`config.mk`:
```
export PLATFORM = sky130hd
export DESIGN_NAME = kyber_seq_ctrl
export DESIGN_NICKNAME = d
export VERILOG_FILES = /design/src/rtl/kyber_seq_ctrl.sv
export SDC_FILE = /design/constraint.sdc
export NUM_CORES = 1
export LEC_CHECK = 0
export ABC_AREA = 1
export CAP_MARGIN = 20
export CORE_ASPECT_RATIO = 0.7
export CORE_UTILIZATION = 45
export DETAILED_ROUTE_END_ITERATION = 8
export GPL_TIMING_DRIVEN = 0
export PLACE_DENSITY = 0.83
export RECOVER_POWER = 50
export SYNTH_ARGS = -nofsm -noshare
export SYNTH_HDL_FRONTEND = slang
export SYNTH_SLANG_ARGS = --single-unit
```
`constraint.sdc`:
```
create_clock -name clk -period 1.9 [get_ports clk]
set_input_delay 0.38 -clock clk [delete_from_list [all_inputs] [get_ports clk]]
set_output_delay 0.38 -clock clk [all_outputs]
set_load 0.01 [all_outputs]
```
`src/rtl/kyber_seq_ctrl.sv`:
```
// Operation sequencer for the Kyber polynomial core: latches the requested mode, runs a
// per-mode cycle counter and derives registered RAM strobes and layer markers from it.
module kyber_seq_ctrl (
  input  logic       clk,
  input  logic       rst,
  input  logic       start,
  input  logic [1:0] mode_in,
  input  logic       abort,
  output logic [1:0] mode,
  output logic [7:0] clk_counter,
  output logic       busy,
  output logic       done,
  output logic       rd_en,
  output logic       wr_en,
  output logic       layer_start
);

  typedef enum logic [1:0] {StIdle, StRun, StDone} state_e;

  localparam logic [1:0] ModeNtt    = 2'd0;
  localparam logic [1:0] ModeIntt   = 2'd1;
  localparam logic [1:0] ModeMult   = 2'd2;
  localparam logic [1:0] ModeAddsub = 2'd3;

  state_e     state_q, state_d;
  logic [7:0] cnt_d;
  logic [1:0] mode_d;
  logic       run_d;

  function automatic logic [7:0] last_of(input logic [1:0] m);
    unique case (m)
      ModeNtt, ModeIntt: last_of = 8'd229;
      ModeMult:          last_of = 8'd139;
      default:           last_of = 8'd67;
    endcase
  endfunction

  function automatic logic [7:0] rd_last_of(input logic [1:0] m);
    unique case (m)
      ModeNtt, ModeIntt: rd_last_of = 8'd223;
      ModeMult:          rd_last_of = 8'd127;
      default:           rd_last_of = 8'd63;
    endcase
  endfunction

  // Write strobes trail reads by the address/datapath pipeline depth of each mode.
  function automatic logic wr_hit(input logic [1:0] m, input logic [7:0] c);
    unique case (m)
      ModeNtt, ModeIntt: wr_hit = (c >= 8'd6);
      ModeMult:          wr_hit = (c >= 8'd12) && (c[1:0] == 2'd3);
      ModeAddsub:        wr_hit = (c >= 8'd4) && c[0];
      default:           wr_hit = 1'b0;
    endcase
  endfunction

  function automatic logic ls_hit(input logic [1:0] m, input logic [7:0] c);
    ls_hit = ((m == ModeNtt) || (m == ModeIntt)) && (c[4:0] == 5'd0) && (c <= 8'd223);
  endfunction

  always_comb begin
    state_d = state_q;
    cnt_d   = clk_counter;
    mode_d  = mode;
    unique case (state_q)
      StIdle: begin
        cnt_d = 8'd0;
        if (start && !abort) begin
          state_d = StRun;
          mode_d  = mode_in;
        end
      end
      StRun: begin
        if (abort) begin
          state_d = StIdle;
          cnt_d   = 8'd0;
        end else if (clk_counter == last_of(mode)) begin
          state_d = StDone;
          cnt_d   = 8'd0;
        end else begin
          cnt_d = clk_counter + 8'd1;
        end
      end
      StDone: begin
        state_d = StIdle;
        cnt_d   = 8'd0;
      end
      default: begin
        state_d = StIdle;
        cnt_d   = 8'd0;
      end
    endcase
  end

  assign run_d = (state_d == StRun);

  // Outputs are registered from next-state values so they line up with state_q/clk_counter.
  always_ff @(posedge clk) begin
    if (rst) begin
      state_q     <= StIdle;
      clk_counter <= 8'd0;
      mode        <= 2'd0;
      busy        <= 1'b0;
      done        <= 1'b0;
      rd_en       <= 1'b0;
      wr_en       <= 1'b0;
      layer_start <= 1'b0;
    end else begin
      state_q     <= state_d;
      clk_counter <= cnt_d;
      mode        <= mode_d;
      busy        <= run_d;
      done        <= (state_d == StDone);
      rd_en       <= run_d && (cnt_d <= rd_last_of(mode_d));
      wr_en       <= run_d && wr_hit(mode_d, cnt_d);
      layer_start <= run_d && ls_hit(mode_d, cnt_d);
    end
  end

endmodule

```
; ---- Word-level counts from Yosys, hierarchy flattened
; Index checks and enable logic that the tools add are counted.
[totals]
out_inout_bits = 15
ff_bits = 17
elab_cells = 56
inputBits = 6
[classes]
add_sub_neg = 1
order_cmp = 5
n_eq_ne = 10
muxes = 16
reduce_logical = 16
[ops]
columns = operator, n
row1 = $mux 8, 6
row2 = $pmux 8 s2, 2
row3 = $ge 8x3->1 const B, 2
row4 = $eq 2x2->1 const B, 5
row5 = $mux 2, 5
row6 = $add 8x1->8 const B, 1
row7 = $eq 2x1->1 const B, 4
row8 = $eq 8x8->1, 1
row9 = $ge 8x4->1 const B, 1
row10 = $le 8x8->1, 1
row11 = $le 8x8->1 const B, 1
row12 = $logic_and 1x1->1, 8
row13 = $logic_not 2->1, 3
row14 = $logic_not 5->1, 1
row15 = $pmux 2 s2, 1
row16 = $reduce_or 2->1, 2
row17 = $pmux 1 s3, 1
row18 = $logic_not 1->1, 1
row19 = $logic_or 1x1->1, 1
row20 = $mux 1, 1

; ---- Depth between registers and ports, before layout
[depth]
ltp_word = 14
mapped_depth = 16
ltp_nobuf = 16

; ---- Worst setup path before layout
; OpenSTA, ideal clock, no wires.
[synth_timing]
kind = flip-flop to flip-flop
from = reg clk_counter[0]
to = reg rd_en
synth_period_minus_slack_ns = 1.915
path_stages_with_launch = 16
setup_ns = 0.121
path_slack_ns = -0.015
t_required_ns = 1.779
t_arrival_ns = 1.794
cell_sequence = dfxtp_1 ha_1 nand2_1 inv_2 nand3_1 nor2_1 xor2_1 nand2_2 inv_2 ha_1 nand2_1 nor2_1 nand4_1 nor2_1 nor2_1 nor2_1
[synth_via]
elab_chain_cells = 6
word_cells_on_any_way = 11
[synth_lines]
columns = element, line
row1 = start: declaration, 10  ; output logic [7:0] clk_counter,
row2 = start signal: assignment, 109  ; clk_counter <= cnt_d;
row3 = $add 8x1->8 / $eq 8x8->1 (equally long branches), "80, 76"
row4 = $mux 8 (*), 76  ; end else if (clk_counter == last_of(mode)) begin
row5 = $mux 8 (*), 73  ; if (abort) begin
row6 = $mux 8 (*), 64  ; unique case (state_q)
row7 = net cnt_d[6], 26  ; logic [7:0] cnt_d;
row8 = $le 8x8->1 (*), 113  ; rd_en <= run_d && (cnt_d <= rd_last_of(mode_d));
row9 = $logic_and 1x1->1 (*), 113
row10 = end signal: assignment, 113
row11 = end: declaration, 13  ; output logic rd_en,
; Mark *: on every way through the listed nets, which the timed path passes. The rest lies on a longest branch.
; A chain may end at the register's enable or synchronous reset.

; ---- Worst setup path in the final report
[layout_timing]
from = reg clk_counter[1]
to = reg rd_en
; Same word-level chain as after synthesis.

==> impl_metrics.json <==
{
  "instances_no_fill": 221,
  "criticalPathCategory": "reg -> reg",
  "p_clk_share_pct": 29.3,
  "synth_edf_count": 0,
  "timing.fmax_ghz": 0.511,
  "maxCapViolations": 0,
  "p_int_uw": 488,
  "rsz0062_at_grt": "yes",
  "slew_headroom_pct": 71.7,
  "fin_nets": 201,
  "dp_hpwl_um": 1930,
  "ys_ff_latch": 17,
  "power_switching_uw": 185,
  "gp_congestion": 0.938,
  "required_ns": 2.10,
  "grt_pass1_wl_um": 4440,
  "core_um2": 1980,
  "die_h_um": 41.6,
  "clock_latency_ns": 0.29,
  "max-clock-path-buffers": 2,
  "ys_seq_area_share_pct": 33.7,
  "failed_checks": "setup timing",
  "finalCritPeriodShare_pct": 103,
  "swShare_pct": 27.5,
  "antenna_found_initial": 0,
  "start_util_pct": 50.8,
  "place_area_um2": 1250,
  "setup_viol": 1,
  "place_inst": 201,
  "drive_gt1_share_pct": 32.5,
  "hold-worst-slack_ns": 0.648,
  "vias": 1184,
  "die_x_um": 58.6,
  "die_area_um2": 2440,
  "leakage_uw": 0.000630,
  "drc": 0,
  "htree_num_levels": 1,
  "numCtsBuffers": 3,
  "finalHoldViolations": 0,
  "clock-root-buffer": "clkbuf_4",
  "ant_nets": 0,
  "cts_tree": "built",
  "synth_top_cell_by_area": "dfxtp_1",
  "netlist_top_cells_area": "dfxtp_1 34%, nand2_1 14%, nor2_1 11%, inv_1 5.2%, ha_1 3.7%",
  "track_usage_pct": 24.1,
  "drv_slew": 0,
  "fin_worst_skew_ns": 0.00485,
  "start_kind": "flip-flop",
  "clk_pin_slew_ns": 0.10,
  "setup_slack_ns": -0.0562,
  "grt_pass1_vias": 1028,
  "io_pins": 21,
  "pwr-share-comb_pct": 16.9,
  "avgViaCountPerCell": 5.36,
  "hp-class": "reg -> reg",
  "syn_avg_cell_area_um2": 6.68,
  "drt-initial-drc-count": 87,
  "pwr-share-seq_pct": 53.7,
  "io_buffer_count": 20,
  "status": "finished with violations",
  "synth_cell_types": 26,
  "grt_max_degree": 11,
  "insertedDiodeCount": 0,
  "period_minus_slack_ns": 1.96,
  "async_flop_share_pct": 0,
  "synth_fp_nets": 160,
  "endpoint_kind": "flip-flop",
  "routedWlPerCell_um": 14.3,
  "power_density_nw_per_um2": 452,
  "rows": 13,
  "worst_pin_slew_ns": 0.425,
  "worstPathArrival_ns": 2.15,
  "finalPower_uw": 673,
  "vdd_drop_max_uv": 494,
  "synth_ff_type": "dfxtp_1",
  "netlist_area_um2": 1010,
  "worst-path-max-fanout": 5,
  "cts.sink_count": 17,
  "first_pass_iters": 4,
  "design_area_um2": 1490,
  "yosys_warnings": 0,
  "finalWirelength_um": 3160,
  "yosysTopAreaCellShare_pct": 33.7,
  "tns_ns": -0.0562,
  "synth_cells": 151,
  "syn_to_final_growth_pct": 47.5,
  "gr-total-overflow": 0
}
-- synth_stat cells, types with 2 or more instances --
cell     instances
nor3_1           3
inv_2            8
o21ai_2          2
nand2_1         37
o21ai_0          3
a21oi_1          3
nand3_1          7
nand4_1          4
dfxtp_1         17
nand2_4          2
nor2_1          30
ha_1             3
nand3_2          3
inv_1           14
nor2_2           4
-- cell usage in the layout (no fill, tap or decap), types with 2 or more instances in the layout --
cell	instances
nand4_1	4
clkbuf_1	2
ha_4	3
nor3_1	2
dfxtp_2	2
a21oi_1	4
nand3_2	3
buf_4	16
dfxtp_4	6
nor2_4	2
inv_2	9
inv_1	13
clkdlybuf4s50_1	18
nand2_1	35
nand2_2	3
nand3_1	6
clkbuf_4	3
nor2_1	26
nand2_4	2
o21ai_0	3
dfxtp_1	9
nor2_2	7
-- cells by family after synthesis --
| kind of cell | after synthesis | share of synthesized area, % |
|---|---|---|
| buf+inv | 23 | 8.56 |
| xor+xnor | 1 | 0.869 |
| simple gates | 94 | 44.0 |
| compound gates | 13 | 9.06 |
| flops | 17 | 33.7 |
| fa+ha+maj | 3 | 3.72 |
-- cell type report --
type	instances	area, um2
clock buffers	4	26.3
repair buffers	36	319
fillers	153	497
flip-flops and latches	17	365
well taps	30	37.5
plain buffers	1	3.75
inverters	22	82.6
multi-input cells	111	653
-- power by group through the flow --
| stage | clock network [uW] | logic (uW) | registers [uW] |
|---|---|---|---|
| after floorplan | 0 | 53.0 | 381 |
| after global placement | 0 | 92.8 | 378 |
| after detailed placement | 0 | 95.4 | 378 |
| after CTS | 194 | 102 | 365 |
| after global routing | 210 | 123 | 363 |
| final | 197 | 114 | 362 |
-- stage by stage --
stage	util [%]	worst slack, ns
after detailed placement	62.9	-0.591
after global placement	62.9	-0.532
after CTS	69.0	0.00122
after global routing	75.0	-0.171
after floorplan	-	0.00558
final	75.0	-0.0562
-- registers in the layout, indices dropped and copies added, names as in the netlist --
| name | count |
|---|---|
| clk_counter | 8 |
| mode | 2 |
| done | 1 |
| state_q | 2 |
| wr_en | 1 |
| busy | 1 |
| layer_start | 1 |
| rd_en | 1 |
-- critical path, cell delays in order (launching register included) --
cell     delay (ns)
dfxtp_4        0.40
ha_4           0.14
nand2_2        0.05
inv_2          0.08
nand3_4        0.09
nor2_4         0.13
xor2_1         0.18
nand2_2        0.09
inv_2          0.09
ha_4           0.20
nand2_2        0.08
nor2_1         0.04
nand4_1        0.09
nor2_1         0.05
nor2_1         0.09
nor2_1         0.05
-- path summary, 6_finish.rpt --
path	start	endpoint	slack, ns	cells after the start
max	clk_counter[1]	rd_en	-0.06	15
min	state_q[0]	done	0.65	4
max reg2reg	clk_counter[1]	rd_en	-0.06	15
min reg2reg	state_q[0]	done	0.65	4
-- timing repair --
action,CTS,global route
hold buffers,0,0
setup buffers,8,8
setup endpoints to repair,1,3
resized for setup,15,15
pin swaps,7,17
-- routing by layer --
metal,up-vias,global-route usage (%),part of all wire (%)
met5,-,0,0
met4,0,6.67,3.3
met3,16,7.17,9.6
met2,71,38.2,46
met1,541,31.8,41
li1,556,-,-
No activity file was read; power rests on OpenSTA's default activity.
